**config.mk**
```make
export PLATFORM = sky130hd
export DESIGN_NAME = lvds_word_align
export DESIGN_NICKNAME = d
export VERILOG_FILES = /design/src/rtl/lvds_word_align.sv
export SDC_FILE = /design/constraint.sdc
export NUM_CORES = 1
export LEC_CHECK = 0
export ABC_AREA = 1
export BUFFER_PORTS_ARGS = -buffer_cell sky130_fd_sc_hd__buf_2
export CAP_MARGIN = 20
export CORE_UTILIZATION = 25
export CTS_BUF_LIST = sky130_fd_sc_hd__clkbuf_8
export DETAILED_ROUTE_END_ITERATION = 8
export PLACE_DENSITY_LB_ADDON = 0.15
export REMOVE_ABC_BUFFERS = 1
export SLEW_MARGIN = 20
export SYNTH_ARGS = -nofsm -noshare
export SYNTH_HDL_FRONTEND = slang
export SYNTH_SLANG_ARGS = --single-unit
export TNS_END_PERCENT = 5
```
**constraint.sdc**
```tcl
create_clock -name i_clk_div -period 2 [get_ports i_clk_div]
set_input_delay 0 -clock i_clk_div [delete_from_list [all_inputs] [get_ports i_clk_div]]
set_output_delay 0 -clock i_clk_div [all_outputs]
set_load 0.03 [all_outputs]
```
**src/rtl/lvds_word_align.sv**
```systemverilog
// lvds_word_align: trains each deserialized LVDS lane in turn by pulsing
// bitslip until the lane word repeats the training pattern MATCH_N times in
// a row. A lane that has been slipped DW times without locking is marked
// failed. The data path (dout) is a plain one-cycle register of din that is
// independent of the training FSM.
module lvds_word_align #(
    parameter int NCH         = 4,
    parameter int DW          = 8,
    parameter int SETTLE      = 3,
    parameter int MATCH_N     = 4,
    parameter int BIT_REVERSE = 0
) (
    input  logic              i_clk_div,
    input  logic              i_reset,
    input  logic [NCH*DW-1:0] i_din,
    input  logic [DW-1:0]     i_train_pattern,
    input  logic              i_start,
    output logic [NCH-1:0]    o_bitslip,
    output logic [NCH*DW-1:0] o_dout,
    output logic [NCH-1:0]    o_lane_locked,
    output logic [NCH-1:0]    o_fail,
    output logic [NCH*5-1:0]  o_slip_count,
    output logic              o_busy,
    output logic              o_done
);

    localparam int CHW       = (NCH > 1) ? $clog2(NCH) : 1;
    localparam int SW        = $clog2(DW + 1);
    localparam int MW        = (MATCH_N > 1) ? $clog2(MATCH_N) : 1;
    localparam int WW        = (SETTLE > 1) ? $clog2(SETTLE) : 1;
    localparam int SETTLE_M1 = (SETTLE > 0) ? SETTLE - 1 : 0;

    typedef enum logic [2:0] {
        S_IDLE,
        S_CHECK,
        S_SLIP,
        S_WAIT,
        S_NEXT,
        S_DONE
    } state_t;

    state_t              r_state;
    logic [CHW-1:0]      r_ch;
    logic [MW-1:0]       r_match;
    logic [SW-1:0]       r_slips;
    logic [WW-1:0]       r_wcnt;
    logic [NCH-1:0]      r_bitslip;
    logic [NCH-1:0]      r_locked;
    logic [NCH-1:0]      r_fail;
    logic [NCH*5-1:0]    r_slip_count;
    logic                r_done;
    logic [NCH*DW-1:0]   r_dout;
    logic [NCH*DW-1:0]   w_din_ord;
    logic [DW-1:0]       w_lane;
    logic                w_hit;

    // Optional per-lane bit reversal ahead of the output register
    genvar k, b;
    generate
        for (k = 0; k < NCH; k++) begin : g_lane
            for (b = 0; b < DW; b++) begin : g_bit
                if (BIT_REVERSE != 0) begin : g_rev
                    assign w_din_ord[k*DW+b] = i_din[k*DW+DW-1-b];
                end else begin : g_fwd
                    assign w_din_ord[k*DW+b] = i_din[k*DW+b];
                end
            end
        end
    endgenerate

    // Training compares the raw lane word, never the reversed one
    assign w_lane = i_din[r_ch*DW +: DW];
    assign w_hit  = (w_lane == i_train_pattern);

    // Output data register: one-cycle copy of din in every FSM state
    always_ff @(posedge i_clk_div) begin
        if (i_reset) r_dout <= '0;
        else         r_dout <= w_din_ord;
    end

    // Training FSM; bitslip and done are one-cycle registered pulses
    always_ff @(posedge i_clk_div) begin
        if (i_reset) begin
            r_state      <= S_IDLE;
            r_ch         <= '0;
            r_match      <= '0;
            r_slips      <= '0;
            r_wcnt       <= '0;
            r_bitslip    <= '0;
            r_locked     <= '0;
            r_fail       <= '0;
            r_slip_count <= '0;
            r_done       <= 1'b0;
        end else begin
            r_bitslip <= '0;
            r_done    <= 1'b0;
            case (r_state)
                S_IDLE: begin
                    if (i_start) begin
                        r_locked     <= '0;
                        r_fail       <= '0;
                        r_slip_count <= '0;
                        r_ch         <= '0;
                        r_match      <= '0;
                        r_slips      <= '0;
                        r_state      <= S_CHECK;
                    end
                end
                S_CHECK: begin
                    if (w_hit) begin
                        if (r_match == MW'(MATCH_N - 1)) begin
                            r_locked[r_ch] <= 1'b1;
                            r_state        <= S_NEXT;
                        end else begin
                            r_match <= r_match + 1'b1;
                        end
                    end else begin
                        // any miss restarts the consecutive-match run
                        r_match <= '0;
                        if (r_slips == SW'(DW)) begin
                            r_fail[r_ch] <= 1'b1;
                            r_state      <= S_NEXT;
                        end else begin
                            // raise the pulse so it is visible during SLIP
                            r_bitslip[r_ch] <= 1'b1;
                            r_state         <= S_SLIP;
                        end
                    end
                end
                S_SLIP: begin
                    r_slips                  <= r_slips + 1'b1;
                    r_slip_count[r_ch*5 +: 5] <= 5'(r_slips + 1'b1);
                    r_wcnt                   <= '0;
                    r_state                  <= (SETTLE == 0) ? S_CHECK : S_WAIT;
                end
                S_WAIT: begin
                    r_match <= '0;
                    if (r_wcnt == WW'(SETTLE_M1)) r_state <= S_CHECK;
                    else                          r_wcnt  <= r_wcnt + 1'b1;
                end
                S_NEXT: begin
                    if (r_ch == CHW'(NCH - 1)) begin
                        r_state <= S_DONE;
                    end else begin
                        r_ch    <= r_ch + 1'b1;
                        r_slips <= '0;
                        r_match <= '0;
                        r_state <= S_CHECK;
                    end
                end
                S_DONE: begin
                    r_done  <= 1'b1;
                    r_state <= S_IDLE;
                end
                default: r_state <= S_IDLE;
            endcase
        end
    end

    assign o_bitslip     = r_bitslip;
    assign o_dout        = r_dout;
    assign o_lane_locked = r_locked;
    assign o_fail        = r_fail;
    assign o_slip_count  = r_slip_count;
    assign o_busy        = (r_state != S_IDLE);
    assign o_done        = r_done;

endmodule

```
==> flow_summary.json <==
{
  "antenna_found_initial": 0,
  "finalSetupTns_ns": 0,
  "die_h_um": 118,
  "netlist_area_um2": 3340,
  "timing.fmax_ghz": 0.564,
  "vdd_ir_drop_max_mv": 0.322,
  "cts_buffers": 9,
  "clock_skew_ns": 0.0138,
  "cp-start-kind": "register",
  "cts_root_buffer": "clkbuf_8",
  "power_density_nw_per_um2": 809,
  "boundaryPins": 109,
  "yosysMostFrequentCell": "nand2_1",
  "setup_viol": 0,
  "via_count": 3399,
  "placed_cells": 754,
  "clockBufferDepth": 2,
  "hpwl_mm": 7.34,
  "drtIter0Drc": 173,
  "synthFlopType": "dfxtp_1",
  "critical_path_class": "register to register",
  "firstDrtPassIters": 4,
  "start_util_pct": 26.0,
  "netlist.area_leader.share_pct": 46.8,
  "hold_class": "input port to register",
  "grt_max_degree": 42,
  "clkLatencyLatePin_ns": 0.36,
  "wl_mm": 9.75,
  "routedWlPerCell_um": 12.2,
  "ys.warnings.count": 0,
  "synth.avg_cell_area_um2": 7.05,
  "grt_pass1_vias": 3266,
  "worstPathArrival_ns": 2.06,
  "max_slew.worst_pin.slew_ns": 0.455,
  "die_area_um2": 13800,
  "syn_to_final_growth_pct": 40.8,
  "cts-htree-levels": 3,
  "slew_headroom_pct": 69.4,
  "routed_via_density": 4.24,
  "clkSinkCount": 78,
  "port_buffers": 108,
  "fillCellCount": 1382,
  "crit_required_ns": 2.29,
  "diodes": 0,
  "overflow": 0,
  "max-cap-violations": 0,
  "status": "finished, final reports clean",
  "grt_pass1_wl_mm": 15.7,
  "final_cells": 802,
  "gp_congestion": 0.805,
  "synth-seq-cells": 78,
  "drcViolationCount": 0,
  "period_minus_slack_ns": 1.77,
  "synthTopCellsByArea": "dfxtp_1 (47%), nand2_1 (13%), inv_1 (8.7%), nor2_1 (7.2%), a21oi_1 (6.0%)",
  "synthArstFlopShare_pct": 0,
  "row_count": 41,
  "drive_above_1_share_pct": 23.3,
  "synthCells": 474,
  "synth_cell_types": 29,
  "core_area_um2": 12800,
  "nNetsFinal": 676,
  "timing.final.max_slew_violations": 0,
  "synth_common_cells": "nand2_1 (117), dfxtp_1 (78), inv_1 (77)",
  "grt_use_total_pct": 14.6,
  "hold_viol_final": 0,
  "crit_fanout": 23,
  "crit_path_end_kind": "register",
  "p_leak_nw": 2.35,
  "rsz0062_at_grt": "no",
  "path_clk_slew_ns": 0.08,
  "synth_edf_count": 0,
  "postCtsSetupBuffers": 0,
  "cts_tree": "built",
  "die_w_um": 118,
  "period_share_pct": 88.7,
  "ant_nets": 0,
  "synth_area_leader_cell": "dfxtp_1",
  "synth-seq-area-share_pct": 46.8
}
metrics by stage:
stage	power [mW]	worst slack (ns)	area [µm²]	util, %	hold slack, ns
2_1_floorplan	2.15	0.00622	3270	-	0.0691
3_3_place_gp	2.40	0.167	4130	32.2	0.222
3_5_place_dp	2.40	0.162	4130	32.2	0.229
4_1_cts	3.85	0.134	4690	36.5	0.00126
5_1_grt	4.01	0.00629	4700	36.7	0.0640
6_report	3.80	0.226	4700	36.7	0.0423
layer usage:
layer	vias to the layer above	track usage, %	wire length (µm)
li1	1765	-	-
met4	0	8.33	248
met5	-	0	0
met3	20	2.86	305
met1	1545	16.4	4300
met2	69	25.6	4890
cell families (layout without fill, tap and decap cells):
group,count (synthesis),after routing,share of synthesized area (%)
AO/OA/AOI/OAI,47,47,7.27
XOR/XNOR,2,2,0.525
adder cells (fa/ha/maj),8,8,3.00
buffers and inverters,94,250,11.2
flip-flops,78,78,46.8
AND/OR/NAND/NOR,245,245,31.2
worst max-delay path: stages, from the launching register on:
cell and delay (ns):
dfxtp_2 0.41, inv_2 0.07, buf_12 0.16, nand2_1 0.07, nand3_1 0.09, nand2_1 0.09, nand2_1 0.05, nand2_1 0.05
nand2_1 0.08, nor2_4 0.17, nand2_1 0.13, nand2_2 0.11, nand3_1 0.08, a21oi_1 0.13
what timing repair did:
item                                    CTS  global route
gates resized for setup                   0             4
hold endpoints to repair                 32             0
endpoints found under the setup margin    0            13
hold buffers                             32             0
path summary, 6_finish.rpt:
kind	from	end	slack (ns)	cells after the start
max	r_ch[0]	o_lane_locked[3]	0.23	13
min	i_start	r_state[0]	0.04	5
max reg2reg	r_ch[0]	o_lane_locked[3]	0.23	13
min reg2reg	o_fail[2]	o_fail[2]	0.45	2
cell type report:
class,instances,area [µm²],share of cell area (%)
tap,172,215,4.58
clock inverter,4,68.8,1.46
inverter,82,308,6.55
clock buffer,12,165,3.51
sequential,78,1560,33.2
timing repair buffer,152,967,20.6
multi-input combinational,302,1420,30.1
where the power goes:
part           internal, mW  leakage [nW]  switching (mW)
Clock                 0.799         0.124           0.587
Sequential             1.63         0.639          0.0360
Combinational         0.259          1.58           0.494
layout by cell type, fill, tap and decap left out, types with 3 or more instances in the layout:
master,n
dlygate4sd3_1,32
inv_2,3
nor2_1,64
nand4_1,7
clkbuf_8,12
dfxtp_1,77
nand3_1,40
ha_1,8
nor2_4,3
buf_4,10
nor3_1,5
nand2_1,117
inv_1,78
buf_2,108
a21oi_1,40
registers in the layout (all words and copies together), names as in the netlist, 2 cells and up:
name,flops
o_bitslip,4
o_dout,32
o_fail,4
o_lane_locked,4
o_slip_count,20
r_ch,2
r_match,2
r_slips,4
r_state,3
r_wcnt,2
(Power assumes the default switching activity.)
